**src/rtl/kd_root_responder.sv**
```systemverilog
// Root-node responder for a k-d tree builder: stores up to NUM_CENTERS centers, sorts them
// on a chosen axis with odd-even transposition, then streams them out. Option: KD_RESP_PARTIAL_SORT_EN.
module kd_root_responder #(
    parameter int COMMAND_SIZE = 5,
    parameter int DATA_SIZE    = 24,
    parameter int NUM_CENTERS  = 7
) (
    input  logic                    clk,
    input  logic                    reset,
    input  logic [COMMAND_SIZE-1:0] command_from_top,
    input  logic [DATA_SIZE-1:0]    data_from_top,
    output logic [COMMAND_SIZE-1:0] command_to_top,
    output logic [DATA_SIZE-1:0]    data_to_top
);
    localparam int CW = $clog2(NUM_CENTERS + 1);

    localparam logic [COMMAND_SIZE-1:0] CMD_NOP        = COMMAND_SIZE'('h00);
    localparam logic [COMMAND_SIZE-1:0] CMD_FILL       = COMMAND_SIZE'('h01);
    localparam logic [COMMAND_SIZE-1:0] CMD_CFG_AXIS   = COMMAND_SIZE'('h02);
    localparam logic [COMMAND_SIZE-1:0] CMD_CFG_DONE   = COMMAND_SIZE'('h07);
    localparam logic [COMMAND_SIZE-1:0] CMD_FILL_DONE  = COMMAND_SIZE'('h05);
    localparam logic [COMMAND_SIZE-1:0] CMD_BUSY       = COMMAND_SIZE'('h08);
    localparam logic [COMMAND_SIZE-1:0] CMD_DNE        = COMMAND_SIZE'('h10);
    localparam logic [COMMAND_SIZE-1:0] CMD_VALID_SORT = COMMAND_SIZE'('h0f);
    localparam logic [COMMAND_SIZE-1:0] CMD_VALID_DONE = COMMAND_SIZE'('h11);
    localparam logic [COMMAND_SIZE-1:0] CMD_EXPOSE     = COMMAND_SIZE'('h12);
    localparam logic [COMMAND_SIZE-1:0] CMD_START      = COMMAND_SIZE'('h14);
    localparam logic [COMMAND_SIZE-1:0] CMD_SORT_DONE  = COMMAND_SIZE'('h15);
    localparam logic [COMMAND_SIZE-1:0] CMD_RST_DONE   = COMMAND_SIZE'('h1e);
    localparam logic [COMMAND_SIZE-1:0] CMD_RST        = COMMAND_SIZE'('h1f);

    typedef enum logic [2:0] {
        S_UNINIT,
        S_READY,
        S_FILL,
        S_FILLED,
        S_SORT,
        S_SORTED
    } state_t;

    state_t                  r_state, w_state_nxt;
    logic [CW-1:0]           r_count, w_count_nxt;
    logic [CW-1:0]           r_ptr, w_ptr_nxt;
    logic [CW-1:0]           r_phase, w_phase_nxt;
    logic [1:0]              r_axis, w_axis_nxt;
    logic [COMMAND_SIZE-1:0] r_cmd, w_cmd_nxt;
    logic [DATA_SIZE-1:0]    r_dout, w_dout_nxt;
    logic [DATA_SIZE-1:0]    r_slot     [NUM_CENTERS];
    logic [DATA_SIZE-1:0]    w_slot_nxt [NUM_CENTERS];
    logic [DATA_SIZE-1:0]    w_swapped  [NUM_CENTERS];
    logic                    w_can_start;

    function automatic logic [7:0] f_key(input logic [DATA_SIZE-1:0] d, input logic [1:0] ax);
        case (ax)
            2'd1:    f_key = d[15:8];
            2'd2:    f_key = d[7:0];
            default: f_key = d[23:16];
        endcase
    endfunction

`ifdef KD_RESP_PARTIAL_SORT_EN
    // FILL always holds at least one entry, so a partial sort is always well-formed.
    assign w_can_start = (r_state == S_FILLED) || (r_state == S_FILL);
`else
    assign w_can_start = (r_state == S_FILLED);
`endif

    // One transposition phase: even phases pair (0,1),(2,3)..., odd phases (1,2),(3,4)...
    // Strict compare keeps equal keys in place, making the sort stable.
    always_comb begin
        for (int i = 0; i < NUM_CENTERS; i++) begin
            w_swapped[i] = r_slot[i];
        end
        for (int i = 0; i < NUM_CENTERS - 1; i++) begin
            if ((i[0] == r_phase[0]) && (CW'(i + 1) < r_count) &&
                (f_key(r_slot[i], r_axis) > f_key(r_slot[i+1], r_axis))) begin
                w_swapped[i]   = r_slot[i+1];
                w_swapped[i+1] = r_slot[i];
            end
        end
    end

    always_comb begin
        w_state_nxt = r_state;
        w_count_nxt = r_count;
        w_ptr_nxt   = r_ptr;
        w_phase_nxt = r_phase;
        w_axis_nxt  = r_axis;
        w_cmd_nxt   = r_cmd;
        w_dout_nxt  = r_dout;
        for (int i = 0; i < NUM_CENTERS; i++) begin
            w_slot_nxt[i] = r_slot[i];
        end

        if (command_from_top == CMD_RST) begin
            w_state_nxt = S_READY;
            w_count_nxt = '0;
            w_ptr_nxt   = '0;
            w_phase_nxt = '0;
            w_axis_nxt  = 2'd0;
            w_cmd_nxt   = CMD_RST_DONE;
        end else begin
            case (r_state)
                S_UNINIT: ;
                S_SORT: begin
                    for (int i = 0; i < NUM_CENTERS; i++) begin
                        w_slot_nxt[i] = w_swapped[i];
                    end
                    w_phase_nxt = r_phase + CW'(1);
                    w_cmd_nxt   = CMD_BUSY;
                    if (r_phase == r_count - CW'(1)) begin
                        w_state_nxt = S_SORTED;
                        w_ptr_nxt   = '0;
                        w_cmd_nxt   = CMD_SORT_DONE;
                    end
                end
                default: begin
                    case (command_from_top)
                        CMD_NOP: ;
                        CMD_FILL: begin
                            if (r_state == S_READY || r_state == S_FILL) begin
                                w_slot_nxt[r_count] = data_from_top;
                                w_count_nxt         = r_count + CW'(1);
                                if (r_count + CW'(1) == CW'(NUM_CENTERS)) begin
                                    w_state_nxt = S_FILLED;
                                    w_cmd_nxt   = CMD_FILL_DONE;
                                end else begin
                                    w_state_nxt = S_FILL;
                                    w_cmd_nxt   = CMD_BUSY;
                                end
                            end else if (r_state == S_SORTED) begin
                                w_cmd_nxt = CMD_DNE;
                            end
                        end
                        CMD_CFG_AXIS: begin
                            if (r_state != S_SORTED) begin
                                if (data_from_top[1:0] != 2'd3) begin
                                    w_axis_nxt = data_from_top[1:0];
                                end
                                w_cmd_nxt = CMD_CFG_DONE;
                            end else begin
                                w_cmd_nxt = CMD_DNE;
                            end
                        end
                        CMD_START: begin
                            if (w_can_start) begin
                                w_state_nxt = S_SORT;
                                w_phase_nxt = '0;
                                w_cmd_nxt   = CMD_BUSY;
                            end else begin
                                w_cmd_nxt = CMD_DNE;
                            end
                        end
                        CMD_EXPOSE: begin
                            if (r_state == S_SORTED) begin
                                w_dout_nxt = r_slot[r_ptr];
                                if (r_ptr == r_count - CW'(1)) begin
                                    w_cmd_nxt = CMD_VALID_DONE;
                                    w_ptr_nxt = '0;
                                end else begin
                                    w_cmd_nxt = CMD_VALID_SORT;
                                    w_ptr_nxt = r_ptr + CW'(1);
                                end
                            end else begin
                                w_cmd_nxt = CMD_DNE;
                            end
                        end
                        default: w_cmd_nxt = CMD_DNE;
                    endcase
                end
            endcase
        end
    end

    always_ff @(posedge clk) begin
        if (!reset) begin
            r_state <= S_UNINIT;
            r_count <= '0;
            r_ptr   <= '0;
            r_phase <= '0;
            r_axis  <= 2'd0;
            r_cmd   <= CMD_NOP;
            r_dout  <= '0;
        end else begin
            r_state <= w_state_nxt;
            r_count <= w_count_nxt;
            r_ptr   <= w_ptr_nxt;
            r_phase <= w_phase_nxt;
            r_axis  <= w_axis_nxt;
            r_cmd   <= w_cmd_nxt;
            r_dout  <= w_dout_nxt;
        end
    end

    // Center storage carries no reset; its contents are meaningless until filled.
    always_ff @(posedge clk) begin
        for (int i = 0; i < NUM_CENTERS; i++) begin
            r_slot[i] <= w_slot_nxt[i];
        end
    end

    assign command_to_top = r_cmd;
    assign data_to_top    = r_dout;

endmodule
```
**config.mk**
```make
export PLATFORM = sky130hd
export DESIGN_NAME = kd_root_responder
export DESIGN_NICKNAME = d
export VERILOG_FILES = /design/src/rtl/kd_root_responder.sv
export SDC_FILE = /design/constraint.sdc
export NUM_CORES = 1
export LEC_CHECK = 0
export ABC_AREA = 1
export CELL_PAD_IN_SITES_DETAIL_PLACEMENT = 1
export CELL_PAD_IN_SITES_GLOBAL_PLACEMENT = 2
export CORE_ASPECT_RATIO = 0.5
export CORE_MARGIN = 1.5
export CORE_UTILIZATION = 35
export CTS_CLUSTER_DIAMETER = 150
export DETAILED_ROUTE_END_ITERATION = 8
export GPL_TIMING_DRIVEN = 0
export HOLD_SLACK_MARGIN = 0.02
export PLACE_DENSITY_LB_ADDON = 0.25
export SYNTH_ARGS = -nofsm -noshare
export SYNTH_HDL_FRONTEND = slang
export SYNTH_SLANG_ARGS = --single-unit
```
**constraint.sdc**
```tcl
create_clock -name clk -period 10.2 [get_ports clk]
set_input_delay 1.02 -clock clk [delete_from_list [all_inputs] [get_ports clk]]
set_output_delay 1.02 -clock clk [all_outputs]
set_load 0.05 [all_outputs]
```
# After elaboration in Yosys (flattened, before gate mapping)
# Memory sizes are Yosys's and may differ from the RTL's. A register that Yosys moved wholly into a read port is not among the register bits.
# Cells that the tools add are included.
classes:
  addsub: 4
  magnitude_cmp: 14
  n_eq_ne: 28
  n_mux: 46
  bitwise_logic: 6
  n_reduce_logical: 34
op_table:
  columns: ["cell", "count"]
  rows:
  - ["two-way mux 168 bit", 3]
  - ["case mux 168 bit (2 select lines)", 1]
  - ["two-way mux 48 bit", 6]
  - ["bitwise mux 168 bit", 1]
  - ["case mux 8 bit (2 select lines)", 7]
  - ["demux 24 bit (select 3 bit)", 1]
  - ["greater-than comparator 8 bit", 6]
  - ["two-way mux 5 bit", 8]
  - ["two-way mux 3 bit", 9]
  - ["case mux 5 bit (5 select lines)", 1]
  - ["two-way mux 24 bit", 1]
  - ["case mux 3 bit (2 select lines)", 4]
  - ["equality test 5 bit (second input constant)", 3]
  - ["!= test 3 bit (second input constant)", 5]
  - ["logical AND 1 bit", 13]
  - ["!= test 4 bit (second input constant)", 3]
  - ["AND reduction 3 bit", 4]
  - ["AND reduction 4 bit", 3]
  - ["case mux 5 bit (2 select lines)", 1]
  - ["AND reduction 5 bit", 2]
  - ["adder 3 x 1 -> 3 bit (second input constant)", 3]
  - ["equality test 3 bit (second input constant)", 3]
  - ["less-than comparator 3 bit (first input constant)", 3]
  - ["!= test 2 bit (second input constant)", 4]
  - ["25 further kinds", 37]
word_totals:
  reg_bits: 19
  ram_bits: 168
  input_bits: 31
  output_inout_bits: 29
  elab_cells: 141
  mem_count: 1
memory_table:
  columns: ["memory", "words", "word_bits", "rd", "rd_clocked_by_memory_dff", "wr", "line", "source"]
  rows:
  - ["r_slot", 7, 24, 8, 1, 7, "48", "logic [DATA_SIZE-1:0] r_slot [NUM_CENTERS];"]

# Logic depth before layout (Yosys ltp)
depth:
  depth_word: 12
  ltp_mapped: 23

# Least setup slack after synthesis
# OpenSTA, ideal clock, no wires.
synth_timing:
  path_type: "register to register"
  start: "register, netlist name r_axis[0]"
  end: "memory r_slot[0][0] (enable)"
  setup_ns: 0.435
  t_arrival_ns: 4.249
  path_slack_ns: 5.516
  stages_incl_launch_ff: 20
  n_path_buf: 4
  synth_period_minus_slack_ns: 4.684
  cell_sequence: "dfxtp_1 -> inv_1 -> ha_1 -> inv_2 -> buf_6 -> buf_6 -> buf_2 -> clkbuf_1 -> o221ai_1 -> o21ai_0 -> inv_1 -> ha_1 -> nand4_1 -> nor2_1 -> nand2_1 -> nor2_1 -> nand2_1 -> nand2_1 -> a21oi_1 -> nor3_1"
synth_lines:
  columns: ["element", "line"]
  rows:
  - ["end, declared", "48"]

==> flow_summary.ini <==
[pwr]
intPower_uw = 1540
p_per_area_nw_per_um2 = 115
swShare_pct = 23.7
power_frac_seq_pct = 45.5
p_clk_share_pct = 50.9
p_comb_share_pct = 3.6
ir_drop_v = 0.000116
switching_power_uw = 479
p_leak_uw = 0.00775
finalPower_uw = 2020

[timing]
fin_crit_ns = 5.82
hold_violations = 0
relSlewSlack_pct = 11.9
setup_viol = 0
worst_clock_skew_ns = 0.0190
slew_viol_final = 0
setup_tns_ns = 0
worst_pin_slew_ns = 1.31
fmax_ghz = 0.172
rsz0062_at_grt = false
period_share_pct = 57.1

[synthesis]
yosys_register_bits = 211
synth_nets = 2257
ys_warn_count = 0
yosys.area_share.adder_pct = 3.68
synth_compound_area_share_pct = 17.0
synth_top_cell_by_area = edfxtp_1
synth_xor_area_share_pct = 0.343
synth-simple-area-share_pct = 29.4
synth_enable_flop_cells = 168
synthDistinctLibCells = 47
syn_avg_cell_area_um2 = 7.01
synth_top_area_share_pct = 33.0
async_flop_share_pct = 0
synth_area_leaders = edfxtp_1 33%, nand2_1 16%, nand3_1 8.2%, o21ai_0 6.9%, inv_1 6.1%
synth_top_family_by_area = simple AND/OR/NAND/NOR gates
yosysSeqAreaShare_pct = 38.6
postSynthCellCount = 2181
synth_top_flop_cell = edfxtp_1
synth_mux_area_share_pct = 0
syn-cell-area_um2 = 15300

[status]
status = finished clean

[global_route]
track_usage_pct = 36.3
grt_pass1_vias = 15762
grt_start_max_net_pins = 25
grt-ovfl-total = 0
antenna_found_initial = 5
grt_first_pass_wirelength_um = 115000

[min_path]
whs_path_depth = 2
min_to = r_state[1]
min_from = r_state[1]
holdCritPathClass = flip-flop to flip-flop

[clock_tree]
numCtsBuffers = 25
clk_pin_slew_ns = 0.06
cts_buffer_depth = 3
postCtsSetupRepairBufs = 0
cts.sink_count = 211
clk_latency_ns = 0.57
tritoncts = done
clock-root-buffer = clkbuf_16
cts_resized = 0
h-tree-depth = 1
ctsHoldBuffers = 0

[detailed_routing]
vias = 16972
routed_wl_um = 82800
drt_iter0_markers = 2514
via_per_inst = 5.92
avgRoutedWirePerCell_um = 28.9
first_pass_iters = 6
ant_nets = 0
drc = 0

[setup_path]
max_stage_delay_ns = 0.72
timing.rr.start = r_axis[0]
crit_top_cell = inv_1
cp_max_fo = 24
required_ns = 10.38
crit_chain = inv_1, ha_1, inv_2, buf_6, buf_6, buf_2, buf_1, nand2_1, o21ai_0, inv_1, ha_1, nand4_1, inv_1, nand3_1, o21ai_0, inv_1, clkbuf_1, nand2_1, nand3_1, nand2_1, inv_1
slowest_stage = inv_1
cp.arrival_ns = 6.00
cp-start-kind = flip-flop
timing.rr.end = r_slot[3][12]
worstRegToRegCells = 21
r2r_slack_ns = 4.38
critPathCaptureType = flip-flop
worstSetupPathType = flip-flop to flip-flop

[floorplanning]
die_x_um = 299
die_h_um = 151
std_cell_rows = 53
io-pin-count = 60
core-area_um2 = 42600
die_area_um2 = 45100
floorplan.initialDensity_pct = 35.9

[finish]
mostFrequentLayoutCells = 657 x nand2_1, 250 x nand3_1, 248 x inv_1
final_util_pct = 41.3
drive_above_1_share_pct = 6.21
synthToLayoutAreaGrowth_pct = 15.0
final_common_cell = nand2_1
nFillCells = 5459
nNetsFinal = 2346

[flow_run]
maxCapViolCount = 0

[placement]
gp_congestion = 0.959
hpwl_um = 67100
port_buffers = 59
==> synthesized netlist by cell type (12+ instances only) <==
cell,number
a21oi_1,102
a31oi_1,15
buf_1,16
buf_2,34
clkbuf_1,74
dfxtp_1,43
edfxtp_1,168
ha_1,45
inv_1,248
inv_2,12
nand2_1,657
nand3_1,250
nand3_2,12
nor2_1,101
o211ai_1,22
o21ai_0,210
o21ai_1,25
o221ai_1,26
o22ai_1,19
==> worst max-delay path: cells and delay by family, from the launching register on <==
kind	cells	cell delay [ns]
simple gates	6	0.75
flops	1	0.34
fa+ha+maj	2	0.79
compound gates	2	0.51
buf+inv	11	3.01
==> kinds of logic (layout without fill, tap and decap cells) <==
kind of cell,count (synthesis),count (layout)
AO/OA/AOI/OAI,453,453
XOR/XNOR,6,6
adder cells (fa/ha/maj),45,45
buffers and inverters,406,513
flip-flops,211,211
other,0,4
AND/OR/NAND/NOR,1060,1060
==> state kept, by name (all words and copies together), names as in the netlist <==
signal and count:
data_to_top 24, r_axis 2, r_ptr 3, r_slot 168, r_state 3, r_count 3, command_to_top 5, r_phase 3
==> metal layers <==
layer  vias up  share of wire, %  global-route usage, %
met1      8311                45                   54.9
met5         -                 0                      0
li1       7492                 -                      -
met3       100                16                   13.4
met2      1069                37                   47.4
met4         0               2.3                   8.38
==> worst max-delay path by stage <==
stage / from / to / slack, ns
after detailed placement: r_axis[0] / r_slot[3][10] / 4.66
after global placement: r_axis[0] / r_slot[0][12] / 2.85
final: r_axis[0] / r_slot[3][12] / 4.38
after floorplan: r_axis[0] / r_slot[0][0] / 5.52
after CTS: r_axis[0] / r_slot[3][12] / 4.59
after global routing: r_axis[0] / r_slot[3][11] / 4.23
==> metrics by stage <==
stage / std cells / setup slack, ns / cell area (um2) / hold WS [ns]
floorplan: 2181 / 5.52 / 15300 / 0.451
CTS: 2865 / 4.59 / 17600 / 0.493
detailed placement: 2820 / 4.66 / 16700 / 0.483
finish: 2869 / 4.38 / 17600 / 0.495
global route: 2865 / 4.23 / 17600 / 0.521
global placement: 2817 / 2.85 / 16600 / 0.472
==> cell type report <==
| cell class | instances | area [um2] | share of cell area, % |
|---|---|---|---|
| Antenna cell | 4 | 10.0 | 0.0569 |
| Clock buffer | 30 | 644 | 3.66 |
| Timing Repair Buffer | 62 | 641 | 3.64 |
| Inverter | 262 | 983 | 5.59 |
| Clock inverter | 15 | 230 | 1.31 |
| Buffer | 144 | 686 | 3.90 |
| Tap cell | 577 | 722 | 4.10 |
| Multi-Input combinational cell | 1564 | 7780 | 44.2 |
| Sequential cell | 211 | 5910 | 33.6 |
==> power by group through the flow <==
stage               Sequential, uW  Combinational, uW  Clock, uW
finish                         918               72.2       1030
global route                   918               74.0       1050
CTS                            918               68.0       1020
detailed placement             937               67.7          0
global placement               937               67.4          0
floorplan                      940               22.9          0
Note: power is estimated with default switching activity, not from simulation.
